--- src/rtl/instr_encoder.sv ---
// -----------------------------------------------------------------------------
// instr_encoder
//   Sequential RV32I instruction encoder. It turns decoded operation requests
//   into 32-bit instruction words for the subset the control decoder accepts:
//   lw, sw, R-type, I-type ALU, beq and jal.
//
//   Pipeline:
//     Stage 1  registers an accepted request.
//     Stage 2  encodes the request and pushes the word into the output FIFO
//              in the same cycle.
//   A byte-address counter tracks the head word's instruction-memory address.
//   It advances by 4 on each output handshake.
//
//   Illegal requests take a stage-1 slot, push nothing and set the sticky err
//   flag. A request is illegal for kind 6/7, for an undefined ALU code
//   (R/I kinds), or for an I-type request with alu=sub.
//
//   Optional feature macro: ENC_RANGE_CHECK_EN
//     defined   : immediates that do not fit their field are treated as
//                 illegal, as are beq/jal offsets with bit 0 set.
//     undefined : immediates are silently truncated to the field width.
//
// Parameters
//   DEPTH      output FIFO entries (power of two, >= 2)
//   ADDR_W     width of out_addr
//   BASE_ADDR  first emitted byte address
//
// Ports
//   clk, rst_n             clock (rising edge), async active-low reset
//   in_valid / in_ready    request handshake
//   in_kind                0 lw, 1 sw, 2 R, 3 I, 4 beq, 5 jal (6/7 illegal)
//   in_alu                 000 add, 001 sub, 101 slt, 110 or, 010 and
//   in_rd/in_rs1/in_rs2    register indices
//   in_imm                 signed byte immediate / offset (21 bits)
//   out_valid / out_ready  word handshake
//   out_instr              FIFO head word (0 when empty)
//   out_addr               byte address of the head word
//   err                    sticky illegal-request flag
// -----------------------------------------------------------------------------
module instr_encoder #(
  parameter int                DEPTH     = 4,
  parameter int                ADDR_W    = 10,
  parameter logic [ADDR_W-1:0] BASE_ADDR = '0
) (
  input  logic              clk,
  input  logic              rst_n,
  input  logic              in_valid,
  output logic              in_ready,
  input  logic [2:0]        in_kind,
  input  logic [2:0]        in_alu,
  input  logic [4:0]        in_rd,
  input  logic [4:0]        in_rs1,
  input  logic [4:0]        in_rs2,
  input  logic [20:0]       in_imm,
  output logic              out_valid,
  input  logic              out_ready,
  output logic [31:0]       out_instr,
  output logic [ADDR_W-1:0] out_addr,
  output logic              err
);

  localparam int PW = $clog2(DEPTH);
  localparam int CW = PW + 2;
  localparam logic [CW-1:0] DEPTH_C = CW'(DEPTH);

`ifdef ENC_RANGE_CHECK_EN
  localparam bit RANGE_CHECK = 1'b1;
`else
  localparam bit RANGE_CHECK = 1'b0;
`endif

  typedef enum logic [2:0] {
    K_LW  = 3'd0,
    K_SW  = 3'd1,
    K_R   = 3'd2,
    K_I   = 3'd3,
    K_BEQ = 3'd4,
    K_JAL = 3'd5
  } kind_e;

  typedef struct packed {
    logic [2:0]  kind;
    logic [2:0]  alu;
    logic [4:0]  rd;
    logic [4:0]  rs1;
    logic [4:0]  rs2;
    logic [20:0] imm;
  } req_t;

  // Stage 1 ------------------------------------------------------------------
  logic s1_valid;
  req_t s1_req;
  logic accept;

  // FIFO state ---------------------------------------------------------------
  logic [31:0]   mem [DEPTH];
  logic [PW-1:0] rd_ptr, wr_ptr;
  logic [CW-1:0] count;
  logic          push, pop;

  // Stage 2 encode results ---------------------------------------------------
  logic [31:0] enc_word;
  logic        enc_legal;

  // Stage 1 counts against capacity. Every accepted request is then
  // guaranteed a FIFO slot one cycle later, so stage 2 never has to stall.
  assign in_ready  = (count + CW'(s1_valid)) < DEPTH_C;
  assign accept    = in_valid & in_ready;
  assign out_valid = (count != '0);
  assign pop       = out_valid & out_ready;
  assign push      = s1_valid & enc_legal;
  assign out_instr = out_valid ? mem[rd_ptr] : '0;

  // NOTE: sequential state uses non-blocking assignments so that every
  // register samples values from before the edge, whatever the order of
  // the statements.
  always_ff @(posedge clk or negedge rst_n) begin
    if (!rst_n) begin
      s1_valid <= 1'b0;
      s1_req   <= '0;
    end else begin
      s1_valid <= accept;
      if (accept) begin
        s1_req <= '{kind: in_kind, alu: in_alu, rd: in_rd, rs1: in_rs1,
                    rs2: in_rs2, imm: in_imm};
      end
    end
  end

  // Stage 2: encode
  always_comb begin
    logic [2:0]  f3;
    logic [6:0]  f7;
    logic        alu_ok;
    logic        range_ok;
    logic [20:0] imm;
    // NOTE: every variable gets a default before any branch. A path that
    // leaves a variable unassigned would infer a latch.
    imm      = s1_req.imm;
    f3       = 3'b000;
    f7       = 7'b0000000;
    alu_ok   = 1'b1;
    range_ok = 1'b1;
    enc_word = '0;
    enc_legal = 1'b1;

    unique case (s1_req.alu)
      3'b000:  f3 = 3'b000;
      3'b001:  begin f3 = 3'b000; f7 = 7'b0100000; end
      3'b101:  f3 = 3'b010;
      3'b110:  f3 = 3'b110;
      3'b010:  f3 = 3'b111;
      default: alu_ok = 1'b0;
    endcase

    case (kind_e'(s1_req.kind))
      K_LW: begin
        enc_word = {imm[11:0], s1_req.rs1, 3'b010, s1_req.rd, 7'b0000011};
        range_ok = (&imm[20:11]) | ~(|imm[20:11]);
      end
      K_SW: begin
        enc_word = {imm[11:5], s1_req.rs2, s1_req.rs1, 3'b010, imm[4:0],
                    7'b0100011};
        range_ok = (&imm[20:11]) | ~(|imm[20:11]);
      end
      K_R: begin
        enc_word  = {f7, s1_req.rs2, s1_req.rs1, f3, s1_req.rd, 7'b0110011};
        enc_legal = alu_ok;
      end
      K_I: begin
        // I-type has no subtract: addi with a negated immediate covers it.
        enc_word  = {imm[11:0], s1_req.rs1, f3, s1_req.rd, 7'b0010011};
        enc_legal = alu_ok & (s1_req.alu != 3'b001);
        range_ok  = (&imm[20:11]) | ~(|imm[20:11]);
      end
      K_BEQ: begin
        enc_word = {imm[12], imm[10:5], s1_req.rs2, s1_req.rs1, 3'b000,
                    imm[4:1], imm[11], 7'b1100011};
        range_ok = ((&imm[20:12]) | ~(|imm[20:12])) & ~imm[0];
      end
      K_JAL: begin
        enc_word = {imm[20], imm[10:1], imm[11], imm[19:12], s1_req.rd,
                    7'b1101111};
        range_ok = ~imm[0];
      end
      default: enc_legal = 1'b0;
    endcase

    if (RANGE_CHECK && !range_ok) begin
      enc_legal = 1'b0;
    end
  end

  // Sticky error, FIFO pointers/count and address counter
  always_ff @(posedge clk or negedge rst_n) begin
    if (!rst_n) begin
      err      <= 1'b0;
      rd_ptr   <= '0;
      wr_ptr   <= '0;
      count    <= '0;
      out_addr <= BASE_ADDR;
    end else begin
      if (s1_valid && !enc_legal) begin
        err <= 1'b1;
      end
      if (push) begin
        wr_ptr <= wr_ptr + PW'(1);
      end
      if (pop) begin
        rd_ptr   <= rd_ptr + PW'(1);
        out_addr <= out_addr + ADDR_W'(4);
      end
      case ({push, pop})
        2'b10:   count <= count + CW'(1);
        2'b01:   count <= count - CW'(1);
        default: ;
      endcase
    end
  end

  // NOTE: the storage array has no reset. Entries are only readable once
  // written, and out_instr is forced to 0 while the FIFO is empty.
  always_ff @(posedge clk) begin
    if (push) begin
      mem[wr_ptr] <= enc_word;
    end
  end

endmodule

--- config.mk ---
export PLATFORM = sky130hd
export DESIGN_NAME = instr_encoder
export DESIGN_NICKNAME = d
export VERILOG_FILES = /design/src/rtl/instr_encoder.sv
export SDC_FILE = /design/constraint.sdc
export NUM_CORES = 1
export LEC_CHECK = 0
export ABC_CLOCK_PERIOD_IN_PS = 7600
export BUFFER_PORTS_ARGS = -buffer_cell sky130_fd_sc_hd__buf_2
export CORE_UTILIZATION = 35
export DETAILED_ROUTE_END_ITERATION = 10
export HOLD_SLACK_MARGIN = 0.06
export MAX_ROUTING_LAYER = met4
export PLACE_DENSITY_LB_ADDON = 0.25
export SYNTH_ARGS = -nofsm -noshare
export SYNTH_HDL_FRONTEND = slang
export SYNTH_SLANG_ARGS = --single-unit
--- constraint.sdc ---
create_clock -name clk -period 7.6 [get_ports clk]
set_input_delay 1.52 -clock clk [delete_from_list [all_inputs] [get_ports clk]]
set_output_delay 1.52 -clock clk [all_outputs]
set_load 0.03 [all_outputs]
==> results.cfg <==
[floorplanning]
die_w_um = 152
die_h_um = 152
dieArea_mm2 = 0.0231
start_util = 0.359
rows = 54
fp.coreArea_mm2 = 0.0220
ios = 91

[timing]
hold_viol = 0
max_clock_freq_mhz = 253
fin_skew_ns = 0.00922
drv_slew = 0
grt_setup_unrepaired = no
setup_viol = 0
finalCriticalPeriod_ns = 3.95
fin_setup_tns_ns = 0
slew-limit-headroom = 0.234
final.period_utilization = 0.520
finalWorstSetupSlack_ns = 3.65
tightest_slew_ns = 1.15

[global_route]
grt_usage = 0.150
grt_overflow_total = 0
grt_pass1_vias = 4506
antenna_found_initial = 0
grt_max_degree = 61
grt_pass1_wl_um = 25500

[logic_synthesis]
synth_area_leader_cell = edfxtp_1
synth-edff-count = 120
synth_area_leaders = edfxtp_1 46%, dfrtp_1 19%, mux4_2 8.6%
synth-seq-cells = 180
syn_area_mm2 = 0.00788
synth-async-reset-ratio = 0.333
ys.warnings.count = 0
syn_avg_cell_area_um2 = 16.5
ys_seq_area_frac = 0.648
synth_top_area_frac = 0.457
synth_flop_cell = edfxtp_1
synthCells = 479
synthDistinctLibCells = 47

[detailed_routing]
wl_met2_um = 7910
wl_per_cell_um = 18.6
via_per_inst = 4.93
first_iter_violations = 269
dr_wl_met3_um = 560
routed_wl_um = 15900
top_layer = met4
vias = 4233
met1_length_um = 7320
drc_errors = 8
dr.pass1.iters = 9
ant_nets = 0

[clock_tree]
clock_latency_ns = 0.42
cts-buffers-inserted = 17
clock-sinks = 180
post_cts_buffers = 0
cts_buffer_depth = 2
cts_hold_buf = 0
ctsResizeCount = 0
clkTransAtPathRegs_ns = 0.06
clockRootBuffer = clkbuf_16
htree_levels = 4
cts_tree = done

[worst_setup_path]
rr_worst_depth = 11
rrSetupSlack_ns = 4.43
critPathLaunchType = register
worstPathArrival_ns = 2.43
crit_type = register to primary output
reg2reg_to = count[2]$_DFFE_PN0P_
cp_max_fo = 20
crit-reg2reg-launch = s1_req[39]$_DFFE_PN0P_
crit_path_end_kind = primary output
required_ns = 6.08
startpoint = rd_ptr[0]$_DFFE_PN0P_

[placement]
gp_congestion = 0.674
dp_slack_ns = 3.70
hpwl_um = 10200
portBuffers = 88

[finish]
area_growth_pct = 16.1
regArea_mm2 = 0.00511
fillerInstances = 1978
layout.nets = 619
drive_gt1_frac = 0.362
multiInputGateArea_mm2 = 0.00257
utilization = 0.417
diodes = 0

[power]
p_leak_nw = 3.62
irDropWorstVdd_uv = 238
power_mw = 4.18
power.density_mw_per_mm2 = 457

[job]
maxCapViolCount = 0

[worst_hold_path]
hold_path_depth = 1
hold_class = register to register
min_to = err$_DFFE_PN0P_
holdCritStartpoint = err$_DFFE_PN0P_

[outcome]
status = finished with violations
violations = DRC
-- how the worst max path moves through the flow --
stage	to	slack [ns]	depth (start not counted)
after detailed placement	count[2]$_DFFE_PN0P_	3.70	9
after global placement	count[2]$_DFFE_PN0P_	3.74	9
after global routing	out_instr[14]	3.44	4
after CTS	out_instr[14]	3.55	4
after floorplan	out_instr[3]	4.29	5
final	out_instr[14]	3.65	4
-- cell usage after synthesis, types with 2 or more instances --
master    count
nand2_1      19
o211ai_1      2
a21oi_1      10
and3_1        4
and3b_1       4
nand4_1       3
clkbuf_1     13
edfxtp_1    120
buf_4         4
mux2_2        6
o21ai_0      12
buf_2         9
and2_1        6
dfrtp_1      60
mux2i_1      14
nand2b_1      2
a22oi_1       6
inv_1        12
ha_1          8
xnor2_1       9
mux2_4       39
buf_6         4
o22ai_1      10
mux4_2       30
nor2_1       10
xor2_1        8
nor2b_1      35
-- state kept, by name (all words and copies together), names as in the netlist --
| name | cells |
|---|---|
| rd_ptr | 2 |
| wr_ptr | 2 |
| mem | 120 |
| err | 1 |
| out_addr | 8 |
| s1_valid | 1 |
| count | 4 |
| s1_req | 42 |
-- metrics by stage --
step | instances | area (µm²) | hold WS (ns)
floorplan | 480 | 7880 | 0.473
global placement | 826 | 8580 | 0.443
global route | 858 | 9150 | 0.483
detailed placement | 826 | 8580 | 0.447
finish | 858 | 9150 | 0.470
CTS | 858 | 9150 | 0.472
-- cell families (layout without fill, tap and decap cells) --
logic type                 count (synthesis)  count (layout)  synth area share
DFF                                      180             180             0.648
and+or+nand+nor                           93              93            0.0681
muxes                                     89              89             0.186
AOI/OAI and AO/OA                         48              48            0.0380
buffers and inverters                     43             141            0.0276
xor gates and xnor gates                  17              17            0.0189
adders and majority gates                  8               8            0.0127
other                                      1               2          0.000476
-- worst max-delay path, cell delays in order (launching register included) --
cell and delay [ns]:
dfrtp_2 0.64, buf_4 0.45, mux4_2 0.57, nor2b_1 0.14
buf_2 0.19
-- where the power goes --
part / internal [mW] / total, mW / switching [mW]
logic: 0.725 / 1.66 / 0.934
registers: 1.43 / 1.68 / 0.252
clock network: 0.465 / 0.843 / 0.378
total: 2.62 / 4.18 / 1.56
-- routing by layer --
layer | track usage | up-vias
met1 | 0.189 | 2168
met3 | 0.0339 | 11
met2 | 0.245 | 92
li1 | - | 1962
met5 | - | -
met4 | 0.0403 | 0
-- placed cells by master, fill, tap and decap left out, types with 5 or more instances in the layout --
master	count
nand2_1	19
ha_1	8
o22ai_1	10
a21oi_1	10
buf_4	9
clkbuf_16	17
and2_1	6
mux2i_1	14
inv_1	12
mux4_2	30
nor2b_1	35
dfrtp_1	58
o21ai_0	12
xor2_1	8
buf_2	88
mux2_4	39
clkinvlp_4	5
mux2_2	6
xnor2_1	9
a22oi_1	6
edfxtp_1	120
nor2_1	10
-- cell type report --
cell class / count / share of cell area
timing repair buffer: 97 / 0.0555
clock buffer: 19 / 0.0484
multi-input combinational: 257 / 0.281
sequential: 180 / 0.558
clock inverter: 13 / 0.0137
tap: 280 / 0.0383
inverter: 12 / 0.00492
Note: power is estimated with default switching activity, not from simulation.
